File: config.mk
export PLATFORM = sky130hd
export DESIGN_NAME = alu_mc
export DESIGN_NICKNAME = d
export VERILOG_FILES = /design/src/rtl/alu_pkg.sv /design/src/rtl/alu_shift_unit.sv /design/src/rtl/alu_mc.sv
export SDC_FILE = /design/constraint.sdc
export NUM_CORES = 1
export LEC_CHECK = 0
export BUFFER_PORTS_ARGS = -buffer_cell sky130_fd_sc_hd__buf_4
export CELL_PAD_IN_SITES_DETAIL_PLACEMENT = 2
export CELL_PAD_IN_SITES_GLOBAL_PLACEMENT = 2
export CORE_MARGIN = 3
export CORE_UTILIZATION = 37
export CTS_CLUSTER_SIZE = 24
export DETAILED_ROUTE_END_ITERATION = 8
export PLACE_DENSITY_LB_ADDON = 0.1
export SLEW_MARGIN = 20
export SYNTH_ARGS = -nofsm -noshare
export SYNTH_HDL_FRONTEND = slang
export SYNTH_SLANG_ARGS = --single-unit
File: constraint.sdc
create_clock -name clk -period 3.8 [get_ports clk]
set_clock_uncertainty 0.1 [all_clocks]
set_input_delay 0.95 -clock clk [delete_from_list [all_inputs] [get_ports clk]]
set_output_delay 0.95 -clock clk [all_outputs]
set_load 0.01 [all_outputs]
File: src/rtl/alu_pkg.sv
`default_nettype none
// ============================================================================
// Module   : alu_pkg
// Brief    : Opcode encodings, flag bit positions and controller states for alu_mc.
// Revision : 1.0
// ============================================================================
package alu_pkg;

    localparam logic [3:0] C_OP_NOP = 4'b0000;
    localparam logic [3:0] C_OP_LDO = 4'b0001;
    localparam logic [3:0] C_OP_LDA = 4'b0010;
    localparam logic [3:0] C_OP_LDR = 4'b0011;
    localparam logic [3:0] C_OP_PRE = 4'b0100;
    localparam logic [3:0] C_OP_STO = 4'b0101;
    localparam logic [3:0] C_OP_ADD = 4'b0110;
    localparam logic [3:0] C_OP_SHL = 4'b0111;
    localparam logic [3:0] C_OP_SHR = 4'b1000;
    localparam logic [3:0] C_OP_SAR = 4'b1001;
    localparam logic [3:0] C_OP_INV = 4'b1010;
    localparam logic [3:0] C_OP_AND = 4'b1011;
    localparam logic [3:0] C_OP_OR  = 4'b1100;
    localparam logic [3:0] C_OP_XOR = 4'b1101;
    localparam logic [3:0] C_OP_JMP = 4'b1110;
    localparam logic [3:0] C_OP_HLT = 4'b1111;

    localparam int C_FLAG_CF = 4;
    localparam int C_FLAG_OF = 3;
    localparam int C_FLAG_ZF = 2;
    localparam int C_FLAG_SF = 1;
    localparam int C_FLAG_PF = 0;

    typedef enum logic [0:0] {
        IDLE  = 1'b0,
        SHIFT = 1'b1
    } state_t;

    function automatic logic is_shift(input logic [3:0] op);
        return (op == C_OP_SHL) || (op == C_OP_SHR) || (op == C_OP_SAR);
    endfunction

endpackage
`default_nettype wire

File: src/rtl/alu_shift_unit.sv
`default_nettype none
// ============================================================================
// Module   : alu_shift_unit
// Brief    : Iterative shifter, one bit per step, exposing the next value and
//            the bit that step shifts out.
// Revision : 1.0
// ============================================================================
module alu_shift_unit
    import alu_pkg::*;
#(
    parameter int WIDTH = 8,
    localparam int SHW = $clog2(WIDTH)
) (
    input  logic             clk,
    input  logic             rst_n,
    input  logic             load,
    input  logic             step,
    input  logic [3:0]       op,
    input  logic [WIDTH-1:0] data,
    input  logic [SHW-1:0]   amount,
    output logic             last,
    output logic [WIDTH-1:0] next_value,
    output logic             shifted_out
);

    logic [WIDTH-1:0] r_work;
    logic [SHW-1:0]   r_count;
    logic             r_left;
    logic             r_arith;

    assign last = (r_count == SHW'(1));

    always_comb begin
        next_value  = {1'b0, r_work[WIDTH-1:1]};
        shifted_out = r_work[0];
        if (r_left) begin
            next_value  = {r_work[WIDTH-2:0], 1'b0};
            shifted_out = r_work[WIDTH-1];
        end else if (r_arith) begin
            next_value  = {r_work[WIDTH-1], r_work[WIDTH-1:1]};
        end
    end

    always_ff @(posedge clk or negedge rst_n) begin
        if (!rst_n) begin
            r_work  <= '0;
            r_count <= '0;
            r_left  <= 1'b0;
            r_arith <= 1'b0;
        end else if (load) begin
            r_work  <= data;
            r_count <= amount;
            r_left  <= (op == C_OP_SHL);
            r_arith <= (op == C_OP_SAR);
        end else if (step) begin
            r_work  <= next_value;
            r_count <= r_count - SHW'(1);
        end
    end

endmodule
`default_nettype wire

File: src/rtl/alu_mc.sv
`default_nettype none
// ============================================================================
// Module   : alu_mc
// Brief    : Registered multi-cycle ALU with start/busy/done handshake, a
//            persistent flag register and bit-serial shifts.
// Revision : 1.0
// ============================================================================
module alu_mc
    import alu_pkg::*;
#(
    parameter int WIDTH = 8,
    localparam int SHW = $clog2(WIDTH)
) (
    input  logic             clk,
    input  logic             rst_n,
    input  logic             start,
    input  logic [3:0]       ins,
    input  logic [WIDTH-1:0] alu_in,
    input  logic [WIDTH-1:0] accum,
    input  logic [SHW-1:0]   shamt,
    output logic             busy,
    output logic             done,
    output logic [WIDTH-1:0] alu_out,
    output logic [4:0]       flags
);

    state_t           r_state;
    state_t           w_state_next;
    logic             w_accept;
    logic             w_multi;
    logic             w_load;
    logic             w_step;
    logic             w_last;
    logic [WIDTH-1:0] w_shift_value;
    logic             w_shift_out;
    logic [WIDTH:0]   w_sum;
    logic [WIDTH-1:0] w_result;
    logic             w_cf;
    logic             w_of;
    logic [WIDTH-1:0] r_alu_out;
    logic [4:0]       r_flags;
    logic             r_done;

    function automatic logic [4:0] pack_flags(input logic cf, input logic of,
                                              input logic [WIDTH-1:0] res);
        return {cf, of, (res == '0), res[WIDTH-1], ^res};
    endfunction

    assign w_sum    = {1'b0, accum} + {1'b0, alu_in};
    assign w_accept = start && (r_state == IDLE);
    assign w_multi  = is_shift(ins) && (shamt != '0);

    // Single-cycle result; zero-count shifts fall through as a plain move of alu_in.
    always_comb begin
        w_result = accum;
        w_cf     = r_flags[C_FLAG_CF];
        w_of     = r_flags[C_FLAG_OF];
        case (ins)
            C_OP_LDO, C_OP_LDA, C_OP_PRE, C_OP_JMP,
            C_OP_SHL, C_OP_SHR, C_OP_SAR: w_result = alu_in;
            C_OP_ADD: begin
                w_result = w_sum[WIDTH-1:0];
                w_cf     = w_sum[WIDTH];
                w_of     = (accum[WIDTH-1] == alu_in[WIDTH-1]) &&
                           (w_sum[WIDTH-1] != accum[WIDTH-1]);
            end
            C_OP_INV: begin w_result = ~alu_in;         w_cf = 1'b0; w_of = 1'b0; end
            C_OP_AND: begin w_result = accum & alu_in;  w_cf = 1'b0; w_of = 1'b0; end
            C_OP_OR:  begin w_result = accum | alu_in;  w_cf = 1'b0; w_of = 1'b0; end
            C_OP_XOR: begin w_result = accum ^ alu_in;  w_cf = 1'b0; w_of = 1'b0; end
            default:  w_result = accum;
        endcase
    end

    always_comb begin
        w_state_next = r_state;
        w_load       = 1'b0;
        w_step       = 1'b0;
        case (r_state)
            IDLE: begin
                if (w_accept && w_multi) begin
                    w_load       = 1'b1;
                    w_state_next = SHIFT;
                end
            end
            SHIFT: begin
                w_step = 1'b1;
                if (w_last) begin
                    w_state_next = IDLE;
                end
            end
            default: w_state_next = IDLE;
        endcase
    end

    always_ff @(posedge clk or negedge rst_n) begin
        if (!rst_n) begin
            r_state <= IDLE;
        end else begin
            r_state <= w_state_next;
        end
    end

    always_ff @(posedge clk or negedge rst_n) begin
        if (!rst_n) begin
            r_alu_out <= '0;
            r_flags   <= '0;
            r_done    <= 1'b0;
        end else begin
            r_done <= 1'b0;
            if (w_accept && !w_multi) begin
                r_alu_out <= w_result;
                r_flags   <= pack_flags(w_cf, w_of, w_result);
                r_done    <= 1'b1;
            end else if (w_step && w_last) begin
                r_alu_out <= w_shift_value;
                r_flags   <= pack_flags(w_shift_out, 1'b0, w_shift_value);
                r_done    <= 1'b1;
            end
        end
    end

    alu_shift_unit #(
        .WIDTH (WIDTH)
    ) u_shift (
        .clk         (clk),
        .rst_n       (rst_n),
        .load        (w_load),
        .step        (w_step),
        .op          (ins),
        .data        (alu_in),
        .amount      (shamt),
        .last        (w_last),
        .next_value  (w_shift_value),
        .shifted_out (w_shift_out)
    );

    assign busy    = (r_state == SHIFT);
    assign done    = r_done;
    assign alu_out = r_alu_out;
    assign flags   = r_flags;

endmodule
`default_nettype wire
==> insert_results.sql, run 1 <==
INSERT INTO impl_metrics (metric_group, metric, value, unit) VALUES
('yosys', 'synth.area.top_cells', 'dfrtp_1 24%, ha_1 12%, a21oi_1 5.6%', ''),
('clock_tree', 'cts.hold.buffers_added', '0', ''),
('cells_and_area', 'fin_area', '0.003147', 'sq mm'),
('clock_tree', 'cts.sink_count', '27', ''),
('die', 'chipHeight', '92.47', 'microns'),
('yosys', 'netlist.top_cell.by_area', 'dfrtp_1', ''),
('placement', 'dp_cells', '455', ''),
('yosys', 'post-synth-top-count-cell', 'a21oi_1', ''),
('global_routing', 'grt_use_total', '0.2299', ''),
('placement', 'detailedPlacementHpwl', '7489', 'microns'),
('clock_tree', 'clock_insertion_delay_worst_skew', '280', 'ps'),
('die', 'number_of_placed_i_o_pins', '41', ''),
('cells_and_area', 'post-route-util', '0.4483', ''),
('yosys', 'avgSynthCellArea', '8.258', 'sq um'),
('hold_path', 'hp-start', 'flags[2]', ''),
('die', 'die_area', '0.008551', 'sq mm'),
('drt', 'totalWireLength', '9567', 'microns'),
('hold_path', 'worst_hold_path.endpoint', 'flags[2]', ''),
('clock_tree', 'cts.clk_slew.worst_paths', '100', 'ps'),
('drt', 'vias', '2676', ''),
('drt', 'routedWlPerCell', '20.84', 'microns'),
('run_status', 'outcome', 'finished clean', ''),
('pwr', 'p_leak', '1.420', 'nW'),
('drt', 'drcViolationCount', '0', ''),
('clock_tree', 'post-cts-setup-buffer-count', '0', ''),
('timing', 'setup_viol', '0', ''),
('yosys', 'postSynth.topFlopCell', 'dfrtp_1', ''),
('timing', 'whs', '414.3', 'ps'),
('die', 'initial_core_util', '0.3941', ''),
('setup_path', 'rrSetupSlack', '1350', 'ps'),
('drt', 'post_route_antenna_net_violation_count', '0', ''),
('yosys', 'yosys_warnings', '0', ''),
('pwr', 'power.density', '509.4', 'mW/mm^2'),
('global_routing', 'grt_max_degree', '50', ''),
('setup_path', 'reg2regPathDepth', '8', ''),
('pwr', 'max_vdd_drop', '0.1426', 'mV'),
('cells_and_area', 'instances_no_fill', '459', ''),
('timing', 'relSlewSlack', '0.6071', ''),
('drt', 'viasPerCell', '5.830', ''),
('yosys', 'synth.cells.most_frequent', '31 x a21oi_1, 27 x dfrtp_1, 26 x ha_1, 26 x inv_1, 25 x nor2_1', ''),
('clock_tree', 'post_cts.resized_instances', '0', ''),
('cells_and_area', 'drive_gt1_frac', '0.1736', ''),
('yosys', 'synth_seq_cells', '27', ''),
('yosys', 'syn-cell-area', '0.002766', 'sq mm'),
('global_routing', 'gr-total-overflow', '0', ''),
('hold_path', 'timing.hold.worst_path_depth', '1', ''),
('setup_path', 'critPathLaunchType', 'primary input', ''),
('clock_tree', 'tritoncts', 'done', ''),
('timing', 'rsz_0062_raised_after_global_routing', 'false', ''),
('placement', 'port_buffers', '40', ''),
('setup_path', 'cp_max_fo', '5', ''),
('setup_path', 'critical_path.reg2reg.endpoint', 'flags[0]', ''),
('placement', 'gp_congestion', '0.8168', ''),
('cells_and_area', 'nets', '417', ''),
('yosys', 'postSynthNetCount', '388', ''),
('timing', 'setup-tns-final', '0', 'ps'),
('setup_path', 'end_kind', 'flip-flop', ''),
('die', 'die_width', '92.47', 'microns'),
('yosys', 'yosys.area.top_type_share', '0.2442', ''),
('cells_and_area', 'area_growth', '13.75', '%'),
('clock_tree', 'htree_levels', '1', ''),
('timing', 'final.period_utilization', '0.8951', ''),
('clock_tree', 'ctsLongestPathBuffers', '2', ''),
('die', 'row_count', '30', ''),
('global_routing', 'first_global_vias', '2826', ''),
('clock_tree', 'cts_inserted_buffers', '3', ''),
('timing', 'slew_viol_final', '0', ''),
('setup_path', 'worst_r2r_startpoint', 'u_shift.r_left', ''),
('die', 'core_region', '0.007019', 'sq mm'),
('timing', 'layout_min_cycle_time', '3401', 'ps'),
('global_routing', 'grt_pass1_wl', '15550', 'microns');
## through the flow
stage / setup WS, ps / total power, mW
after floorplan: 545.3 / 1.092
after global placement: 247.9 / 1.363
after detailed placement: 96.46 / 1.425
after CTS: 361.9 / 1.613
after global routing: 127.0 / 1.727
final: 398.8 / 1.603
## power breakdown
part | switching [mW] | leakage (nW) | internal, mW
combinational | 0.483 | 1.05 | 0.421
sequential | 0.122 | 0.344 | 0.404
clock | 0.0999 | 0.0255 | 0.0739
total | 0.705 | 1.42 | 0.898
## cell usage in the layout, fill, tap and decap left out, types with 7 or more instances in the layout
cell type	count
a21oi_1	31
a221o_1	11
buf_4	43
dfrtp_1	27
ha_1	26
inv_1	26
mux2i_1	7
nand2_1	22
nand2b_1	8
nor2_1	25
nor2b_1	15
o21ai_0	19
o221ai_1	8
xnor2_1	12
## registers in the layout, summed over array words and instances (netlist names)
register         cells
alu_out              7
done                 1
u_shift.r_work       8
u_shift.r_left       1
flags                5
busy                 1
u_shift.r_arith      1
u_shift.r_count      3
## worst max-delay path: stages
cell and delay [ps]:
buf_4 130, inv_1 50, ha_1 350, a21oi_1 240, o21ai_0 120, a21oi_1 260
mux2i_1 130, nor4_1 400, a21o_1 140, ha_1 240, xnor2_1 220, xnor2_1 160
a21oi_1 90
## per-layer routing
layer / share of wire / routed length (microns) / GRT usage
met5: 0 / 0 / 0
met4: 0.015 / 148 / 0.06188
met3: 0.041 / 390 / 0.01381
met2: 0.51 / 4848 / 0.4073
met1: 0.44 / 4180 / 0.3018
## worst max path at each step
stage / start / to / slack, ps / depth (start not counted)
after floorplan: alu_in[0] / flags[0] / 550 / 12
after global placement: alu_in[6] / flags[0] / 250 / 13
after detailed placement: alu_in[6] / flags[0] / 100 / 13
after CTS: alu_in[6] / flags[0] / 360 / 13
after global routing: alu_in[2] / flags[0] / 130 / 13
final: alu_in[6] / flags[0] / 400 / 13
## final cells by class
class                   instances  area, sq um
clock buffers                   3        41.29
clock inverters                 1        5.005
fillers                       828         3872
inverters                      26        97.59
multi-input cells             263         1884
flip-flops and latches         27        675.6
well taps                      96        120.1
repair buffers                 43        322.8
## logic make-up after synthesis
kind of cell	share of synthesized area
AOI/OAI and AO/OA	0.2791
and+or+nand+nor	0.2035
buffers and inverters	0.07462
adders and majority gates	0.1248
DFF	0.2442
xor gates and xnor gates	0.04432
muxes	0.02940
Power figures use the tool's default switching activity.
==> run 2: changes to the inputs <==
Settings changed: CORE_UTILIZATION 37 to 38, RECOVER_POWER set to 100, SYNTH_HIERARCHICAL set to 1.
==> run 2 against run 1 <==
Effect of this change:
- area after synthesis grew 7.4%
- the run now ends with max-capacitance violations left
- via count increased by 6.1%
- utilization barely moved
- clock-buffer cell count is 1 higher
- combinational power increased by 6.6%
- setup slack worse by 130 ps
- largest cell class unchanged
- sequential power grew 5.1%
- sequential share of layout area fell by 1.1 points
==> insert_results.sql, run 2 <==
INSERT INTO impl_metrics (metric_group, metric, value, unit) VALUES
('die', 'initial_core_util', '0.4011', ''),
('drt', 'post_route_antenna_net_violation_count', '0', ''),
('die', 'core_region', '0.007408', 'sq mm'),
('placement', 'gp_congestion', '0.8647', ''),
('drt', 'routedWlPerCell', '20.90', 'microns'),
('clock_tree', 'post-cts-setup-buffer-count', '0', ''),
('setup_path', 'critPathBufInv', '3', ''),
('yosys', 'synth_cells', '362', ''),
('timing', 'setup_viol', '0', ''),
('pwr', 'power.density', '508.0', 'mW/mm^2'),
('pwr', 'p_leak', '1.462', 'nW'),
('clock_tree', 'post_cts.resized_instances', '0', ''),
('cells_and_area', 'antenna_cells', '0', ''),
('global_routing', 'grt_max_degree', '42', ''),
('clock_tree', 'cts.hold.buffers_added', '0', ''),
('cells_and_area', 'drive_gt1_frac', '0.1411', ''),
('cells_and_area', 'area_growth', '11.66', '%'),
('drt', 'drt_iter0_drc', '78', ''),
('job', 'drv_cap', '1', ''),
('cells_and_area', 'registers.top_by_ff_count', 'u_shift/r_work', ''),
('cells_and_area', 'layout.cells.most_common_list', '38 x o21ai_0, 32 x inv_1, 32 x buf_4, 28 x nand2_1', ''),
('setup_path', 'cp_slowest_stage_delay', '410', 'ps'),
('setup_path', 'cpLargestDelayFamily', 'adder cells', ''),
('yosys', 'netlist.top_cell.by_area', 'dfrtp_1', ''),
('yosys', 'avgSynthCellArea', '8.209', 'sq um'),
('die', 'die_area', '0.008917', 'sq mm'),
('yosys', 'synth.cells.most_frequent', '32 x inv_1, 32 x o21ai_0, 28 x nand2_1', ''),
('setup_path', 'timing.critical_path.mode_cell', 'xnor2_1', ''),
('yosys', 'count_of_cell_types_in_the_netlist', '66', ''),
('drt', 'drcViolationCount', '0', ''),
('clock_tree', 'ctsLongestPathBuffers', '2', ''),
('yosys', 'yosys_warnings', '6', ''),
('yosys', 'number_of_enable_type_register_cells_in_the_synthesized_netlist', '0', ''),
('die', 'chipHeight', '94.43', 'microns'),
('setup_path', 'cp_max_fo', '3', ''),
('hold_path', 'min-delay-path-class', 'reg -> reg', ''),
('clock_tree', 'tritoncts', 'done', ''),
('setup_path', 'worst-setup-path-type', 'in -> reg', ''),
('clock_tree', 'clock_insertion_delay_worst_skew', '280', 'ps'),
('yosys', 'postSynth.topFlopCell', 'dfrtp_1', ''),
('timing', 'finalHoldViolations', '0', ''),
('timing', 'whs', '427.5', 'ps'),
('drt', 'vias', '2840', ''),
('cells_and_area', 'largest_register_ff_count', '8', ''),
('run_status', 'violated_checks', 'max-capacitance violations', ''),
('cells_and_area', 'filler_cell_count', '898', ''),
('cells_and_area', 'nets', '451', ''),
('drt', 'firstDrtPassIters', '4', ''),
('global_routing', 'grt_use_total', '0.2409', ''),
('yosys', 'synth_async_sr_flop_share', '1.000', ''),
('clock_tree', 'clockRootBuffer', 'clkbuf_8', ''),
('global_routing', 'first_global_vias', '3074', ''),
('die', 'number_of_placed_i_o_pins', '41', ''),
('setup_path', 'end_kind', 'flip-flop', ''),
('setup_path', 'critical-path-slowest-cell', 'fa_1', ''),
('clock_tree', 'cts.clk_slew.worst_paths', '90', 'ps'),
('cells_and_area', 'most_common_cell_after_layout_fill_and_taps_aside', 'o21ai_0', ''),
('cells_and_area', 'multi_input_area', '0.002034', 'sq mm'),
('placement', 'port_buffers', '40', ''),
('setup_path', 'cell_by_cell_listing_of_the_critical_path', 'buf_4 > ha_1 > inv_1 > fa_1 > nand2b_1 > a21oi_1 > clkbuf_4 > xnor2_1 > nor2_1 > o32ai_1 > ha_1 > xnor2_1 > xnor2_1 > o21ai_0', ''),
('timing', 'relSlewSlack', '0.005756', ''),
('clock_tree', 'cts_inserted_buffers', '3', ''),
('global_routing', 'grt_pass1_wl', '16680', 'microns'),
('cells_and_area', 'register_area', '675.6', 'sq um'),
('setup_path', 'critPathLaunchType', 'primary input', ''),
('placement', 'detailedPlacementHpwl', '8145', 'microns'),
('drt', 'totalWireLength', '10370', 'microns'),
('pwr', 'max_vdd_drop', '0.1578', 'mV'),
('yosys', 'syn-cell-area', '0.002972', 'sq mm'),
('setup_path', 'signal_arrival_time_at_the_worst_endpoint', '3580', 'ps'),
('timing', 'final.period_utilization', '0.9280', ''),
('clock_tree', 'htree_levels', '1', ''),
('yosys', 'synth_seq_area_share', '0.2274', ''),
('timing', 'slew_viol_final', '0', ''),
('cells_and_area', 'post-route-util', '0.4479', ''),
('die', 'row_count', '31', ''),
('setup_path', 'timing.critical_path.required', '3850', 'ps'),
('timing', 'fmaxAchievable', '0.2836', 'GHz'),
('global_routing', 'gr-total-overflow', '0', ''),
('timing', 'worst_pin_slew', '1491', 'ps'),
('die', 'die_width', '94.43', 'microns'),
('yosys', 'postSynthNetCount', '415', ''),
('clock_tree', 'cts.sink_count', '27', ''),
('yosys', 'synth.area.top_cells', 'dfrtp_1 23%, ha_1 11%, o21ai_0 5.4%', ''),
('timing', 'layout_min_cycle_time', '3527', 'ps'),
('global_routing', 'grt_antenna_before_repair', '0', ''),
('drt', 'viasPerCell', '5.726', ''),
('timing', 'rsz_0062_raised_after_global_routing', 'false', ''),
('yosys', 'yosys.area.top_type_share', '0.2274', ''),
('yosys', 'synth_seq_cells', '27', ''),
('run_status', 'outcome', 'finished, violations left', '');
[run 2: changes by cell type after synthesis, sizes merged, moves of 6 or more]
cell	change
a221o	-10
o221ai	-9
inv	+6
a21oi	-11
nor2b	-11
mux2	+7
o21ai	+19
o22ai	+12
a22oi	+7
[run 2: final timing paths]
| check | depth (start not counted) | slack (ps) | endpoint | startpoint |
|---|---|---|---|---|
| max in group asynchronous | 1 | 1820 | flags[0] | rst_n |
| min reg2reg | 2 | 430 | flags[3] | flags[3] |
| max reg2reg | 4 | 1070 | u_shift/r_work[0] | busy |
| min | 2 | 430 | flags[3] | flags[3] |
| min in group asynchronous | 1 | 910 | busy | rst_n |
| max | 14 | 270 | flags[0] | alu_in[0] |
[run 2: layout make-up]
| cell class | count | share of cell area |
|---|---|---|
| Clock buffer | 4 | 0.01357 |
| Inverter | 32 | 0.03620 |
| Timing Repair Buffer | 52 | 0.09615 |
| Tap cell | 99 | 0.03733 |
| Multi-Input combinational cell | 282 | 0.6131 |
| Sequential cell | 27 | 0.2036 |
[run 2: where the power goes]
part	switching (mW)	leakage, nW	internal (mW)
logic	0.526	1.11	0.436
registers	0.137	0.334	0.416
clock network	0.0945	0.0228	0.0754
[run 2: worst register-to-register path: cells and delay by family, from the launching register on]
family	cells	cell delay, ps
and+or+nand+nor	2	1130
DFF	1	670
AOI/OAI and AO/OA	1	230
buffers and inverters	1	460
[run 2: cells by family (layout without fill, tap and decap cells)]
logic type / after synthesis / in the layout / share of synthesized area
compound gates: 122 / 122 / 0.2749
xor+xnor: 13 / 13 / 0.03832
buf+inv: 53 / 88 / 0.08127
simple gates: 101 / 101 / 0.1878
mux: 16 / 16 / 0.06358
fa+ha+maj: 30 / 30 / 0.1267
flops: 27 / 27 / 0.2274
[run 2: routing by layer]
| layer | track usage | vias up | part of all wire |
|---|---|---|---|
| li1 | - | 1360 | - |
| met1 | 0.3079 | 1412 | 0.44 |
| met2 | 0.4338 | 51 | 0.51 |
| met3 | 0.01753 | 17 | 0.027 |
| met4 | 0.06859 | 0 | 0.020 |
| met5 | 0 | - | 0 |
[run 2: through the flow]
step	power (mW)	instances	setup slack [ps]	cell area (sq um)	TNS [ps]
floorplan	1.214	362	471.3	2972	0
global placement	1.511	492	164.3	3369	0
detailed placement	1.578	492	-24.53	3369	-24.53
CTS	1.771	496	277.7	3415	0
global route	1.832	496	43.23	3318	0
finish	1.686	496	273.4	3318	0
